`src/rtl/sync_fifo_param.sv`:
```
// Parametrised single-clock FIFO with occupancy count, threshold flags and sticky error flags.
// Optional first-word fall-through read port selected by defining SYNC_FIFO_FWFT_EN.
module sync_fifo_param #(
  parameter int unsigned DATA_W    = 8,
  parameter int unsigned DEPTH     = 16,
  parameter int unsigned AF_THRESH = DEPTH - 2,
  parameter int unsigned AE_THRESH = 2
) (
  input  logic                     clk,
  input  logic                     rst_n,
  input  logic                     wr_en,
  input  logic [DATA_W-1:0]        wr_data,
  input  logic                     rd_en,
  output logic [DATA_W-1:0]        rd_data,
  input  logic                     clr_err,
  output logic                     full,
  output logic                     empty,
  output logic                     almost_full,
  output logic                     almost_empty,
  output logic [$clog2(DEPTH):0]   count,
  output logic                     overflow,
  output logic                     underflow
);

  localparam int unsigned ADDR_W = $clog2(DEPTH);
  localparam int unsigned PTR_W  = ADDR_W + 1;
  localparam int unsigned CNT_W  = ADDR_W + 1;

  logic [DATA_W-1:0] mem [DEPTH];
  logic [PTR_W-1:0]  wr_ptr;
  logic [PTR_W-1:0]  rd_ptr;
  logic [PTR_W-1:0]  wr_ptr_nxt;
  logic [PTR_W-1:0]  rd_ptr_nxt;
  logic [CNT_W-1:0]  count_nxt;
  logic              wr_acc;
  logic              rd_acc;

  // Acceptance: a full FIFO still takes a write when a read frees a slot in the same cycle.
  always_comb begin
    rd_acc     = rd_en && !empty;
    wr_acc     = wr_en && (!full || rd_acc);
    count_nxt  = count + CNT_W'(wr_acc) - CNT_W'(rd_acc);
    wr_ptr_nxt = wr_acc ? wr_ptr + PTR_W'(1) : wr_ptr;
    rd_ptr_nxt = rd_acc ? rd_ptr + PTR_W'(1) : rd_ptr;
  end

  // Storage is deliberately left unreset.
  always_ff @(posedge clk) begin
    if (wr_acc) begin
      mem[wr_ptr[ADDR_W-1:0]] <= wr_data;
    end
  end

  // Pointers, occupancy and status flags decoded from the next count so they move with count.
  always_ff @(posedge clk or negedge rst_n) begin
    if (!rst_n) begin
      wr_ptr       <= '0;
      rd_ptr       <= '0;
      count        <= '0;
      full         <= 1'b0;
      empty        <= 1'b1;
      almost_full  <= 1'b0;
      almost_empty <= 1'b1;
    end else begin
      wr_ptr       <= wr_ptr_nxt;
      rd_ptr       <= rd_ptr_nxt;
      count        <= count_nxt;
      full         <= (count_nxt == CNT_W'(DEPTH));
      empty        <= (count_nxt == '0);
      almost_full  <= (count_nxt >= CNT_W'(AF_THRESH));
      almost_empty <= (count_nxt <= CNT_W'(AE_THRESH));
    end
  end

  // Sticky error flags; a new error in the clearing cycle keeps the flag set.
  always_ff @(posedge clk or negedge rst_n) begin
    if (!rst_n) begin
      overflow  <= 1'b0;
      underflow <= 1'b0;
    end else begin
      if (wr_en && !wr_acc) begin
        overflow <= 1'b1;
      end else if (clr_err) begin
        overflow <= 1'b0;
      end
      if (rd_en && !rd_acc) begin
        underflow <= 1'b1;
      end else if (clr_err) begin
        underflow <= 1'b0;
      end
    end
  end

`ifdef SYNC_FIFO_FWFT_EN
  // Head-of-queue register: tracks mem[rd_ptr], forwarding a write that lands on the new head.
  always_ff @(posedge clk or negedge rst_n) begin
    if (!rst_n) begin
      rd_data <= '0;
    end else if (count_nxt == '0) begin
      rd_data <= '0;
    end else if (wr_acc && (wr_ptr == rd_ptr_nxt)) begin
      rd_data <= wr_data;
    end else begin
      rd_data <= mem[rd_ptr_nxt[ADDR_W-1:0]];
    end
  end
`else
  // Registered read: one-cycle latency, holds when no read is accepted.
  always_ff @(posedge clk or negedge rst_n) begin
    if (!rst_n) begin
      rd_data <= '0;
    end else if (rd_acc) begin
      rd_data <= mem[rd_ptr[ADDR_W-1:0]];
    end
  end
`endif

endmodule

```
`config.mk`:
```
export PLATFORM = sky130hd
export DESIGN_NAME = sync_fifo_param
export DESIGN_NICKNAME = d
export VERILOG_FILES = /design/src/rtl/sync_fifo_param.sv
export SDC_FILE = /design/constraint.sdc
export NUM_CORES = 1
export LEC_CHECK = 0
export BUFFER_PORTS_ARGS = -buffer_cell sky130_fd_sc_hd__buf_2
export CAP_MARGIN = 0
export CELL_PAD_IN_SITES_DETAIL_PLACEMENT = 1
export CELL_PAD_IN_SITES_GLOBAL_PLACEMENT = 2
export CORE_AREA = 2 2 109 132
export CTS_BUF_LIST = sky130_fd_sc_hd__clkbuf_8
export CTS_CLUSTER_DIAMETER = 30
export DETAILED_ROUTE_END_ITERATION = 6
export DIE_AREA = 0 0 111 134
export PLACE_DENSITY = 0.87
export SYNTH_ARGS = -nofsm -noshare
export SYNTH_HDL_FRONTEND = slang
export SYNTH_SLANG_ARGS = --single-unit
```
`constraint.sdc`:
```
create_clock -name clk -period 4 [get_ports clk]
set_input_delay 0.4 -clock clk [delete_from_list [all_inputs] [get_ports clk]]
set_output_delay 0.4 -clock clk [all_outputs]
set_load 0.03 [all_outputs]
```
## Word level (Yosys, flattened, before mapping)

Memories as Yosys holds them, arrays and structs flattened. A register that Yosys moved wholly into a read port is not among the register bits.
Index checks and enable logic that the tools add are counted.

- Multiplexer cells: 5
- Magnitude comparators: 2
- Reductions and logical operators: 13
- Add/sub/neg operators: 4
- Bitwise logic cells: 0
- Divide/modulo/power cells: 0
- $mul: 0
- Eq/ne operators: 1
- Shift operators: 0

Operator list:

| operator | number |
|---|---|
| $add A5 B1 Y5 const B | 2 |
| $add A5 B1 Y5 | 1 |
| $eq A5 B5 Y1 const B | 1 |
| $ge A5 B4 Y1 const B | 1 |
| $le A5 B2 Y1 const B | 1 |
| $logic_not A1 Y1 | 5 |
| $logic_not A5 Y1 | 1 |
| $mux W1 | 5 |
| $sub A5 B1 Y5 | 1 |
| $logic_and A1 B1 Y1 | 4 |
| $reduce_bool A2 Y1 | 2 |
| $logic_or A1 B1 Y1 | 1 |

- Memories kept: 1
- Bits of input ports: 13
- Bits in latches: 0
- Register bits after elaboration: 21
- Output and inout port bits: 19
- Word-level logic and storage cells: 35
- Bits in read-only memories: 0
- Bits in writable memories: 128

Memories:

| name | words | width | rd ports | clocked after Yosys merged registers in | write ports | line | source |
|---|---|---|---|---|---|---|---|
| mem | 16 | 8 | 1 | 1 | 1 | 29 | `logic [DATA_W-1:0] mem [DEPTH];` |

## Logic depth before layout (Yosys ltp)

Gate-level depths: netlist of the first run.

- Depth after elaboration: 7
- Gate-level depth with buffers: 11
- Mapped depth without buffers: 11

## Worst setup path before layout of the first run

OpenSTA, ideal clock, no wires.

- Path kind: reg2reg
- From: register empty
- To: register almost_empty
- Data required time: 3.879 ns
- Path slack: 1.052 ns
- Arrival time: 2.827 ns
- Stages on the path, launching flop included: 12
- Cells stage by stage: dfstp_2 > nand2b_1 > inv_1 > buf_2 > ha_1 > inv_1 > ha_1 > fa_1 > a21o_1 > a21oi_1 > xnor2_1 > a2111oi_0

- Cells in the longest elaborated chain, start to end: 7

Ends and longest elaborated chain:

| what | line | source |
|---|---|---|
| from (decl) | 17 | `output logic empty,` |
| from (signal assigned) | 69 | `empty <= (count_nxt == '0);` |
| $logic_not A1 Y1 * | 40 | `rd_acc = rd_en && !empty;` |
| $logic_and A1 B1 Y1 * | 40 |  |
| via rd_acc | 36 | `logic rd_acc;` |
| $logic_or A1 B1 Y1 | 41 | `wr_acc = wr_en && (!full \|\| rd_acc);` |
| $logic_and A1 B1 Y1 | 41 |  |
| $add A5 B1 Y5 | 42 | `count_nxt = count + CNT_W'(wr_acc) - CNT_W'(rd_acc);` |
| $sub A5 B1 Y5 * | 42 |  |
| via count_nxt[4] | 34 | `logic [CNT_W-1:0] count_nxt;` |
| $le A5 B2 Y1 * | 71 | `almost_empty <= (count_nxt <= CNT_W'(AE_THRESH));` |
| to (signal assigned) | 71 |  |
| to (decl) | 19 | `output logic almost_empty,` |

Mark *: on every way through the listed nets, which the timed path passes. The rest lies on a longest branch.
A chain may end at the register's enable or synchronous reset.

## Final worst setup path of the first run

- From: register empty
- To: register almost_empty

- Cells in the longest elaborated chain, start to end: 7

Ends and longest elaborated chain:

| what | line |
|---|---|
| $logic_not A1 Y1 * | 40 |
| $logic_and A1 B1 Y1 * | 40 |
| $logic_or A1 B1 Y1 | 41 |
| $logic_and A1 B1 Y1 | 41 |
| $add A5 B1 Y5 | 42 |
| $sub A5 B1 Y5 * | 42 |
| via count_nxt[4] | 34 |
| $le A5 B2 Y1 * | 71 |

Marked as above.

==> results of run 1 <==
## cell usage after synthesis (2+ instances only)
library cell and n:
and4_1 4, clkbuf_1 2, o22ai_1 19, nand4_1 2, dfrtp_1 25, nor3_1 10
and2_1 12, nand2_1 9, buf_6 2, inv_1 10, o22ai_2 5, o21ai_0 3
buf_2 7, ha_1 10, nor3b_1 3, buf_1 3, nor2_1 8, mux2_2 8
edfxtp_1 128, a21o_1 2, mux2i_1 32, mux4_1 9, mux4_2 7, dfstp_2 2
nand2b_1 4, xnor2_1 9, a21oi_1 2
## cell families (layout without fill, tap and decap cells)
logic type / after synthesis / count (layout) / synth area share (%)
AO/OA/AOI/OAI: 34 / 34 / 4.00
multiplexers: 56 / 56 / 12.9
flip-flops: 155 / 155 / 72.4
buffers and inverters: 26 / 77 / 2.20
AND/OR/NAND/NOR: 55 / 55 / 4.83
XOR/XNOR: 10 / 10 / 1.40
adder cells (fa/ha/maj): 11 / 11 / 2.32
## per-stage QoR
| stage | setup slack [ns] | instances | utilization, % | power (W) |
|---|---|---|---|---|
| final | 0.840 | 569 | 51.3 | 0.00526 |
| after global routing | 0.606 | 569 | 51.3 | 0.00554 |
| after CTS | 0.780 | 569 | 51.3 | 0.00531 |
| after detailed placement | 0.740 | 536 | 48.1 | 0.00406 |
| after global placement | 1.00 | 536 | 48.1 | 0.00397 |
| after floorplan | 1.05 | 347 | - | 0.00359 |
## report_power, final
group | switching (W) | internal (W)
registers | 0.000262 | 0.00204
clock network | 0.000563 | 0.000668
logic | 0.00100 | 0.000726
## final timing paths
kind | end | cells after the start | slack [ns] | start
max in group asynchronous | rd_ptr[0] | 2 | 3.08 | rst_n
max | almost_empty | 11 | 0.84 | empty
min reg2reg | rd_ptr[3] | 1 | 0.50 | rd_ptr[3]
min in group asynchronous | full | 2 | 0.49 | rst_n
max reg2reg | almost_empty | 11 | 0.84 | empty
min | overflow | 2 | 0.15 | clr_err
## state kept, by name, summed over array words and instances (netlist names)
name          cells
rd_data           8
mem             128
full              1
almost_empty      1
almost_full       1
overflow          1
empty             1
count             5
rd_ptr            4
wr_ptr            4
underflow         1
## layer usage
layer	vias up	track usage, %
met2	74	32.3
met3	20	5.38
met4	0	7.22
met5	-	0
li1	1434	-
met1	1642	23.3
## layout make-up
| cell class | instances | area share, % |
|---|---|---|
| tap | 171 | 3.07 |
| inverter | 11 | 0.593 |
| timing repair buffer | 34 | 2.59 |
| multi-input combinational | 166 | 22.8 |
| clock buffer | 17 | 3.36 |
| clock inverter | 15 | 2.61 |
| sequential | 155 | 65.0 |
## timing repair
item / CTS / global route
hold endpoints to repair: 25 / 0
gates resized for setup: 0 / 0
hold buffers: 1 / 0
==> results.json, run 1 <==
{
  "status": "completed",
  "cellLeakagePower_nw": 2.52,
  "wl_met1_mm": 5.49,
  "via_per_inst": 5.57,
  "crit_family": "compound AO/OA/AOI/OAI gates",
  "place_area_sq_um": 6540,
  "crit_top_cell": "ha_1",
  "fp.dieArea_sq_um": 14900,
  "crit_fanout": 10,
  "finalMaxSlewViolations": 0,
  "synth_edf_count": 128,
  "syn_avg_cell_area_sq_um": 18.0,
  "dpl.hpwl_mm": 8.24,
  "seq_area_frac_synth_pct": 72.4,
  "die_h_um": 134,
  "relSlewSlack_pct": 35.9,
  "synth-async-reset-ratio_pct": 17.4,
  "area_delta_synth_final_pct": 11.4,
  "top_layer_used": "met4",
  "power_density_nw_per_um2": 755,
  "clk_latency_ns": 0.45,
  "drv_cap": 0,
  "grt_pass1_wl_mm": 20.3,
  "max_slew.worst_pin.slew_ns": 0.961,
  "post_cts_buffers": 0,
  "first_pass_iters": 4,
  "grt_pass1_vias": 3504,
  "coreArea_sq_um": 13600,
  "grt_max_degree": 34,
  "hp-class": "in -> reg",
  "finalSetupTns_ns": 0,
  "dieWidth_um": 111,
  "arrival_ns": 3.48,
  "ant_nets": 0,
  "ys.warnings.count": 0,
  "clock-sinks": 155,
  "grtUsageTotal_pct": 19.0,
  "seqCellArea_sq_um": 4520,
  "wl_met3_um": 475,
  "ys_ff_latch": 155,
  "synthFlopType": "edfxtp_1",
  "post_drt_wl_per_cell_um": 23.1,
  "routed_wl_mm": 13.1,
  "h-tree-depth": 4,
  "gp_congestion": 0.725,
  "fin_crit_sh_pct": 79.0,
  "setup_viol": 0,
  "final.min_clock_period_ns": 3.16,
  "slowest_stage": "a2111oi_0",
  "syn_area_sq_um": 6250,
  "synth_nets": 371,
  "synthCells": 347,
  "fill_cells": 1269,
  "cp.required_ns": 4.32,
  "postLayoutCellArea_sq_um": 6960,
  "layout_common_cells": "edfxtp_1, mux2i_1, buf_2",
  "path_buf_inv": 2,
  "nets": 409,
  "io-pin-count": 32,
  "cts.clk_slew.worst_paths_ns": 0.08,
  "initial_core_util_pct": 46.0,
  "antenna_found_initial": 0,
  "cts_buffers": 17,
  "layout_commonest_cell": "edfxtp_1",
  "diodes": 0,
  "synth.top_cells.by_area": "edfxtp_1, dfrtp_1, mux2i_1",
  "cts_buffer_depth": 2,
  "whs_ns": 0.146,
  "fmax_mhz": 317,
  "rsz0062_at_grt": "no",
  "drt_iter0_markers": 130,
  "fin_skew_ns": 0.0136,
  "drive_above_1_share_pct": 22.6,
  "crit_path_end_kind": "flop",
  "cts_tree": "yes",
  "multi_input_area_sq_um": 1590,
  "synth_area_leader_cell": "edfxtp_1",
  "cts_root_buffer": "clkbuf_8",
  "critPathMaxStageDelay_ns": 0.46,
  "std_cell_rows": 47,
  "start_kind": "flop",
  "synth_top_cell_area_share_pct": 61.5,
  "final_hold_viol_count": 0,
  "cp_cell_sequence": "nand2b_1 -> a21boi_2 -> inv_2 -> ha_1 -> inv_1 -> ha_1 -> fa_1 -> a21o_1 -> a21oi_1 -> xnor2_1 -> a2111oi_0",
  "drc": 0,
  "dr_wl_met2_mm": 6.88,
  "vdd_ir_drop_max_mv": 0.574,
  "vias": 3170,
  "ys_types": 37,
  "port_buffers": 31,
  "grt_overflow": 0,
  "path_class": "reg -> reg"
}
No activity file was read; power rests on OpenSTA's default activity.
==> inputs of run 2 (changes only) <==
Clock period 4 ns to 3.05 ns, I/O delays scaled along.
==> results.json, run 2 (same netlist as run 1, synthesis figures left out) <==
{
  "seqCellArea_sq_um": 4520,
  "clock-sinks": 155,
  "netSwitchingPower_w": 0.00245,
  "vdd_ir_drop_max_mv": 0.734,
  "gp_congestion": 0.769,
  "layout_common_cells": "edfxtp_1, mux2i_1, buf_2",
  "cts_buffers": 17,
  "fmax_mhz": 357,
  "p_total_w": 0.00724,
  "fin_crit_sh_pct": 92.0,
  "fp.dieArea_sq_um": 14900,
  "crit_path_end_kind": "flop",
  "finalMaxSlewViolations": 0,
  "cts_tree": "yes",
  "drc": 0,
  "grt_pass1_vias": 3642,
  "post_cts_buffers": 0,
  "antenna_found_initial": 0,
  "h-tree-depth": 4,
  "status": "completed",
  "fill_cells": 1256,
  "cts.clk_slew.worst_paths_ns": 0.08,
  "relSlewSlack_pct": 52.9,
  "drv_cap": 0,
  "crit_fanout": 5,
  "die_h_um": 134,
  "clk_latency_ns": 0.43,
  "io-pin-count": 32,
  "internal_power_w": 0.00479,
  "cts_buffer_depth": 2,
  "postLayoutCellArea_sq_um": 7080,
  "dr_wl_met2_mm": 6.95,
  "final_hold_viol_count": 0,
  "wl_met3_um": 561,
  "hp-class": "in -> reg",
  "start_kind": "flop",
  "cp.required_ns": 3.37,
  "arrival_ns": 3.13,
  "grt_overflow": 0,
  "final.min_clock_period_ns": 2.80,
  "preCtsSetupSlack_ns": 0.0522,
  "dieWidth_um": 111,
  "top_layer_used": "met4",
  "ant_nets": 0,
  "std_cell_rows": 47,
  "combPwrFrac_pct": 32.7,
  "largest_reg_flops": 128,
  "grt_pass1_wl_mm": 20.7,
  "area_delta_synth_final_pct": 13.3,
  "routed_wl_mm": 13.2,
  "first_pass_iters": 4,
  "multi_input_area_sq_um": 1600,
  "drive_above_1_share_pct": 23.7,
  "rsz0062_at_grt": "no",
  "layout_commonest_cell": "edfxtp_1",
  "path_class": "reg -> reg",
  "grtUsageTotal_pct": 18.9,
  "initial_core_util_pct": 46.0,
  "drt_iter0_markers": 224,
  "post_drt_wl_per_cell_um": 23.1,
  "max_slew.worst_pin.slew_ns": 0.706,
  "nets": 412,
  "dpl.hpwl_mm": 8.70,
  "finalSetupTns_ns": 0,
  "layout_setup_ws_ns": 0.245,
  "setup_viol": 0,
  "coreArea_sq_um": 13600,
  "grt_max_degree": 28,
  "via_per_inst": 5.68,
  "port_buffers": 31,
  "wl_met1_mm": 5.32,
  "vias": 3251,
  "netSwitchingFraction_pct": 33.8,
  "cellLeakagePower_nw": 2.57,
  "place_area_sq_um": 6560,
  "diodes": 0,
  "power_density_nw_per_um2": 1020,
  "fin_skew_ns": 0.0114,
  "clkPwrFrac_pct": 26.2,
  "seqPwrFrac_pct": 41.1,
  "cts_root_buffer": "clkbuf_8"
}
==> run 2: cell types whose count changed in the layout (fill, tap and decap cells not counted) <==
cell,before,now
a2111oi_0,1,0
a2111oi_2,0,1
buf_4,2,5
bufinv_16,4,7
clkinv_1,1,0
clkinv_2,6,1
clkinv_4,1,3
inv_8,0,1
==> run 2: worst paths after layout <==
path	startpoint	to	slack, ns	depth (start not counted)
setup reg to reg	empty	almost_empty	0.25	11
hold reg to reg	rd_ptr[3]	rd_ptr[3]	0.52	1
hold / removal	clr_err	overflow	0.08	2
setup / recovery	empty	almost_empty	0.25	11
min in group asynchronous	rst_n	overflow	0.42	2
max in group asynchronous	rst_n	rd_ptr[0]	2.18	2
==> run 2: metrics by stage <==
stage | hold WS, ns | cells | util (%)
global placement | 0.348 | 539 | 48.3
finish | 0.0765 | 572 | 52.1
floorplan | 0.00941 | 347 | -
CTS | 0.0417 | 572 | 52.1
global route | 0.0632 | 572 | 52.1
detailed placement | 0.361 | 539 | 48.3
==> run 2: critical path, cell delays in order (launching register included) <==
cell       delay [ns]
dfstp_2          0.38
nand2b_1         0.22
a21boi_2         0.21
inv_2            0.07
ha_1             0.27
inv_1            0.04
ha_1             0.19
fa_1             0.42
a21o_1           0.18
a21oi_1          0.18
xnor2_1          0.18
a2111oi_2        0.37
==> run 2: cell type report <==
type | count | area share, %
Timing Repair Buffer | 37 | 2.86
Inverter | 11 | 0.583
Multi-Input combinational cell | 166 | 22.5
Tap cell | 171 | 3.02
Sequential cell | 155 | 63.9
Clock buffer | 17 | 3.30
Clock inverter | 15 | 3.83
==> run 2: timing repair <==
item,4_1_cts,5_1_grt
hold buffers,1,0
setup endpoints to repair,0,1
hold endpoints to repair,25,0
gates resized for setup,0,2
==> run 2: power by group through the flow <==
stage                     combinational (W)  sequential [W]  clock [W]
after floorplan                     0.00162         0.00309          0
after global placement              0.00224         0.00299          0
after detailed placement            0.00235         0.00302          0
after CTS                           0.00236         0.00298    0.00193
after global routing                0.00257         0.00303    0.00200
final                               0.00237         0.00298    0.00190
==> run 2: layer usage <==
| metal | vias up | track usage [%] |
|---|---|---|
| met5 | - | 0 |
| met4 | 0 | 9.10 |
| met3 | 25 | 3.93 |
| met2 | 87 | 32.1 |
| met1 | 1699 | 23.1 |
| li1 | 1440 | - |
